File: src/rtl/cfg_loader_pkg.sv
// Shared FSM state codes and sizing helpers for block_config_loader.
package cfg_loader_pkg;

  localparam logic [2:0] ST_IDLE   = 3'd0;
  localparam logic [2:0] ST_LOAD   = 3'd1;
  localparam logic [2:0] ST_SETUP  = 3'd2;
  localparam logic [2:0] ST_STROBE = 3'd3;
  localparam logic [2:0] ST_HOLD   = 3'd4;

  function automatic int words_per_blk(input int mem_size, input int word_w);
    return mem_size / word_w;
  endfunction

  // One extra bit so the counter can hold the full word count of a frame.
  function automatic int cnt_width(input int words);
    return $clog2(words) + 1;
  endfunction

  function automatic int blk_width(input int num_blocks);
    return (num_blocks > 1) ? $clog2(num_blocks) : 1;
  endfunction

endpackage

File: src/rtl/cfg_shift_reg.sv
// Left-shifting frame assembler: each enabled cycle shifts one word in at the
// LSB end, so the first word of a frame ends up in the MSBs.
module cfg_shift_reg #(
  parameter int MEM_SIZE = 16,
  parameter int WORD_W   = 1
) (
  input  logic                i_clk,
  input  logic                i_rst_n,
  input  logic                i_en,
  input  logic [WORD_W-1:0]   i_data,
  output logic [MEM_SIZE-1:0] o_q
);

  logic [MEM_SIZE-1:0] r_q;

  always_ff @(posedge i_clk or negedge i_rst_n) begin
    if (!i_rst_n) begin
      r_q <= '0;
    end else if (i_en) begin
      r_q <= {r_q[MEM_SIZE-WORD_W-1:0], i_data};
    end
  end

  assign o_q = r_q;

endmodule

File: src/rtl/block_config_loader.sv
// Deserializes the config stream into frames and commits each frame to its
// latch block with a one-hot comb_set strobe, block 0 first.
module block_config_loader
  import cfg_loader_pkg::*;
#(
  parameter int MEM_SIZE   = 16,
  parameter int NUM_BLOCKS = 8,
  parameter int WORD_W     = 1
) (
  input  logic                  clk,
  input  logic                  rst_n,
  input  logic                  cfg_start,
  input  logic                  cfg_valid,
  input  logic [WORD_W-1:0]     cfg_data,
  output logic                  cfg_ready,
  output logic [MEM_SIZE-1:0]   config_out,
  output logic [NUM_BLOCKS-1:0] comb_set,
  output logic                  busy,
  output logic                  done
);

  // state  | meaning
  // IDLE   | waiting for cfg_start; config_out keeps the last frame
  // LOAD   | accepting stream words into the shift register
  // SETUP  | assembled frame is registered onto config_out
  // STROBE | comb_set bit for the current block is registered
  // HOLD   | frame held past the strobe; next block or finish

  localparam int WPB   = words_per_blk(MEM_SIZE, WORD_W);
  localparam int CNT_W = cnt_width(WPB);
  localparam int BLK_W = blk_width(NUM_BLOCKS);

  logic [2:0]          r_state;
  logic [2:0]          w_state_nxt;
  logic [CNT_W-1:0]    r_word_cnt;
  logic [BLK_W-1:0]    r_blk_idx;
  logic [MEM_SIZE-1:0] w_shift;
  logic                w_accept;
  logic                w_last_word;
  logic                w_last_blk;

  // cfg_ready is high exactly while in LOAD, so it doubles as the state gate.
  assign w_accept    = cfg_valid & cfg_ready;
  assign w_last_word = (r_word_cnt == CNT_W'(WPB - 1));
  assign w_last_blk  = (r_blk_idx == BLK_W'(NUM_BLOCKS - 1));

  cfg_shift_reg #(
    .MEM_SIZE (MEM_SIZE),
    .WORD_W   (WORD_W)
  ) u_shift (
    .i_clk   (clk),
    .i_rst_n (rst_n),
    .i_en    (w_accept),
    .i_data  (cfg_data),
    .o_q     (w_shift)
  );

  always_comb begin
    w_state_nxt = r_state;
    case (r_state)
      ST_IDLE:   if (cfg_start) w_state_nxt = ST_LOAD;
      ST_LOAD:   if (w_accept && w_last_word) w_state_nxt = ST_SETUP;
      ST_SETUP:  w_state_nxt = ST_STROBE;
      ST_STROBE: w_state_nxt = ST_HOLD;
      ST_HOLD:   w_state_nxt = w_last_blk ? ST_IDLE : ST_LOAD;
      default:   w_state_nxt = ST_IDLE;
    endcase
  end

  // config_out is registered one cycle ahead of comb_set, and the strobe is
  // followed by a HOLD cycle, so the frame brackets the pulse on both sides.
  always_ff @(posedge clk or negedge rst_n) begin
    if (!rst_n) begin
      r_state    <= ST_IDLE;
      r_word_cnt <= '0;
      r_blk_idx  <= '0;
      config_out <= '0;
      comb_set   <= '0;
      cfg_ready  <= 1'b0;
      busy       <= 1'b0;
      done       <= 1'b0;
    end else begin
      r_state   <= w_state_nxt;
      cfg_ready <= (w_state_nxt == ST_LOAD);
      busy      <= (w_state_nxt != ST_IDLE);
      comb_set  <= (r_state == ST_STROBE) ? (NUM_BLOCKS'(1) << r_blk_idx) : '0;
      if (r_state == ST_SETUP) config_out <= w_shift;
      case (r_state)
        ST_IDLE: begin
          if (cfg_start) begin
            r_word_cnt <= '0;
            r_blk_idx  <= '0;
            done       <= 1'b0;
          end
        end
        ST_LOAD: begin
          if (w_accept) r_word_cnt <= r_word_cnt + CNT_W'(1);
        end
        ST_HOLD: begin
          if (w_last_blk) begin
            done <= 1'b1;
          end else begin
            r_blk_idx  <= r_blk_idx + BLK_W'(1);
            r_word_cnt <= '0;
          end
        end
        default: ;
      endcase
    end
  end

endmodule

File: config.mk
export PLATFORM = sky130hd
export DESIGN_NAME = block_config_loader
export DESIGN_NICKNAME = d
export VERILOG_FILES = /design/src/rtl/cfg_loader_pkg.sv /design/src/rtl/cfg_shift_reg.sv /design/src/rtl/block_config_loader.sv
export SDC_FILE = /design/constraint.sdc
export NUM_CORES = 1
export LEC_CHECK = 0
export BUFFER_PORTS_ARGS = -buffer_cell sky130_fd_sc_hd__buf_2
export CAP_MARGIN = 5
export CELL_PAD_IN_SITES_DETAIL_PLACEMENT = 2
export CELL_PAD_IN_SITES_GLOBAL_PLACEMENT = 2
export CORE_ASPECT_RATIO = 0.75
export CORE_UTILIZATION = 41
export CTS_CLUSTER_DIAMETER = 200
export DETAILED_ROUTE_END_ITERATION = 10
export PLACE_DENSITY = 0.87
export SETUP_SLACK_MARGIN = 0.5
export SLEW_MARGIN = 10
export SYNTH_ARGS = -nofsm -noshare
export SYNTH_HDL_FRONTEND = slang
export SYNTH_SLANG_ARGS = --single-unit
File: constraint.sdc
create_clock -name clk -period 3.9 [get_ports clk]
set_clock_uncertainty 0.15 [all_clocks]
set_input_delay 0.78 -clock clk [delete_from_list [all_inputs] [get_ports clk]]
set_output_delay 0.78 -clock clk [all_outputs]
set_load 0.05 [all_outputs]
==> results.sh <==
export IMPL_yosysUniqueCellTypes=31
export IMPL_drt_pass1_iterations=4
export IMPL_ir_worst_vdd_uv=216.7
export IMPL_cts_max_level=2
export IMPL_die_area_sq_um=5812
export IMPL_drc_errors=0
export IMPL_ys_seq_area_share_pct=59.83
export IMPL_pin_count=32
export IMPL_clockBufferDepth=2
export IMPL_hold_end="r_word_cnt[4]$_DFFE_PN0P_"
export IMPL_post_dp_hpwl_um=3796
export IMPL_cts_setup_buffers=0
export IMPL_root_buffer="clkbuf_8"
export IMPL_grt_antenna_before_repair=0
export IMPL_p_leak_nw=1.329
export IMPL_fmax_mhz=473.0
export IMPL_worst_ep_required_time_ns=3.95
export IMPL_synth_top_family_by_area="multiplexers"
export IMPL_finalSetupTns_ns=0
export IMPL_grt_usage_pct=21.60
export IMPL_hold_path_startpoint="r_word_cnt[4]$_DFFE_PN0P_"
export IMPL_path_cells="buf_2 > nand2_1 > o21ai_0 > o21ai_0 > a22o_1"
export IMPL_start_util_pct=44.35
export IMPL_maxCapViolations=0
export IMPL_slowest_delay_ns=0.46
export IMPL_drive_gt1_share_pct=37.62
export IMPL_synthToLayoutAreaGrowth_pct=14.40
export IMPL_min_path_type="reg -> reg"
export IMPL_clk_pin_slew_ns=0.09
export IMPL_setup_viol=0
export IMPL_synth_seq_cells=54
export IMPL_reg2reg_from="r_blk_idx[0]$_DFFE_PN0P_"
export IMPL_finalNetCount=214
export IMPL_slew_headroom_pct=48.31
export IMPL_crit_slowest_cell="nand2_1"
export IMPL_via_per_inst=5.219
export IMPL_synth_compound_area_share_pct=6.759
export IMPL_muxShareOfSynthArea_pct=17.78
export IMPL_drt_iter0_drc=42
export IMPL_ant_nets=0
export IMPL_placementRows=22
export IMPL_finalHoldViolations=0
export IMPL_clk_latency_ns=0.31
export IMPL_critPathArrivalTime_ns=2.16
export IMPL_powerDensity_nw_per_um2=592.1
export IMPL_busiest_layer="met2"
export IMPL_max_slew_worst_pin_slew_ns=0.7735
export IMPL_critical_path_max_fanout=18
export IMPL_grt_max_degree=32
export IMPL_start_kind="input port"
export IMPL_rr_endpoint="r_word_cnt[3]$_DFFE_PN0P_"
export IMPL_min_period_ns=2.114
export IMPL_ff2ff_setup_slack_ns=1.83
export IMPL_clock_sinks=54
export IMPL_syn_area_sq_um=2258
export IMPL_synth_fa_ha_area_share_pct=4.432
export IMPL_wl_per_cell_um=20.01
export IMPL_grt_util_met3_pct=4.370
export IMPL_coreArea_sq_um=5092
export IMPL_use_met1_pct=26.40
export IMPL_num_antenna_cells=0
export IMPL_place_gp_congestion=0.7390
export IMPL_use_met2_pct=38.57
export IMPL_finalCritPeriodShare_pct=54.21
export IMPL_die_h_um=66.28
export IMPL_postSynthCellCount=169
export IMPL_synth_xor_area_share_pct=0
export IMPL_portBuffers=31
export IMPL_num_vias=1430
export IMPL_slew_viol_final=0
export IMPL_ctsHoldBuffers=0
export IMPL_cts_repair_resized=0
export IMPL_cts_tree="done"
export IMPL_cpMostUsedCell="o21ai_0"
export IMPL_final_common_cell="dfrtp_1"
export IMPL_layout_common_cells="54 x dfrtp_1, 32 x mux2_2, 31 x buf_2"
export IMPL_grt_pass1_wl_um=8894
export IMPL_synth_nets=182
export IMPL_yosys_area_share_simple_pct=8.587
export IMPL_grt_overflow_total=0
export IMPL_rsz0062_at_grt="false"
export IMPL_hold_path_depth=1
export IMPL_synth_area_per_cell_sq_um=13.36
export IMPL_grt_pass1_vias=1660
export IMPL_synth_warnings=0
export IMPL_rr_worst_depth=5
export IMPL_status="complete, no violations"
export IMPL_drt_wl_total_um=5482
export IMPL_end_kind="flop"
export IMPL_die_w_um=87.70
export IMPL_numCtsBuffers=5
export IMPL_crit_type="in -> reg"
export IMPL_power_total_mw=1.530
==> worst max-delay path: cells and delay by family <==
kind	cells	cell delay, ns
buffers and inverters	1	0.13
AND/OR/NAND/NOR	1	0.46
AO/OA/AOI/OAI	3	0.79
==> cells in the mapped netlist, drive strengths merged <==
library cell  number  share of area (%)
inv                6                1.0
nor4               1               0.28
o21ai              8                1.8
a22oi              1               0.33
nor3               2               0.44
nor2               6                1.3
and3b              1               0.44
a22o               4                1.6
o21bai             1               0.50
clkbuf             3               0.50
o2bb2ai            1               0.39
dfrtp             54                 60
buf                4                1.1
nand2b             2               0.55
nor3b              1               0.33
ha                 8                4.4
mux2i              3                1.3
a211o              1               0.39
mux2              33                 16
nand4              2               0.55
and3               9                2.5
nand2              8                1.3
nor2b              1               0.28
o22ai              1               0.28
and2               2               0.55
a21oi              5                1.3
a31oi              1               0.28
==> cell type report <==
class	count	area, sq um
Sequential cell	54	1351
Timing Repair Buffer	32	162.7
Fill cell	508	2509
Clock buffer	5	68.82
Multi-Input combinational cell	102	848.3
Inverter	6	22.52
Clock inverter	3	40.04
Tap cell	72	90.09
==> how the worst max path moves through the flow <==
stage                                   to       from  slack, ns  cells after the start
2_1_floorplan  u_shift.o_q[10]$_DFFE_PN0P_  cfg_valid       2.05                      3
3_3_place_gp     r_word_cnt[0]$_DFFE_PN0P_  cfg_valid       1.78                      5
3_5_place_dp     r_word_cnt[0]$_DFFE_PN0P_  cfg_valid       1.60                      5
4_1_cts          r_word_cnt[0]$_DFFE_PN0P_  cfg_valid       1.75                      5
5_1_grt          r_word_cnt[0]$_DFFE_PN0P_  cfg_valid       1.63                      5
6_report         r_word_cnt[0]$_DFFE_PN0P_  cfg_valid       1.79                      5
==> routing by layer <==
metal | vias to the layer above | share of wire, %
met1 | 749 | 44
li1 | 657 | -
met2 | 17 | 53
met4 | 0 | 1.1
met5 | - | 0
met3 | 7 | 2.3
==> cells by family after synthesis <==
| family | after synthesis |
|---|---|
| buffers and inverters | 13 |
| AO/OA/AOI/OAI | 23 |
| flip-flops | 54 |
| multiplexers | 36 |
| AND/OR/NAND/NOR | 35 |
| adder cells (fa/ha/maj) | 8 |
==> state kept, by name, summed over array words and instances (netlist names) <==
signal,flops
busy,1
cfg_ready,1
comb_set,8
config_out,16
done,1
r_blk_idx,3
r_state,3
r_word_cnt,5
u_shift.o_q,16
==> power by group <==
group	switching [mW]	internal, mW
Sequential	0.128	0.684
Clock	0.184	0.189
Combinational	0.181	0.163
Total	0.494	1.04
==> through the flow <==
step / cell area [sq um] / instances / setup WS [ns] / util (%) / hold slack (ns)
floorplan: 2258 / 169 / 2.054 / - / 0.3158
global placement: 2475 / 266 / 1.780 / 48.60 / 0.3135
detailed placement: 2475 / 266 / 1.596 / 48.60 / 0.3444
CTS: 2584 / 274 / 1.748 / 50.74 / 0.3670
global route: 2584 / 274 / 1.629 / 50.74 / 0.3911
finish: 2584 / 274 / 1.786 / 50.74 / 0.3616
(Power assumes the default switching activity.)
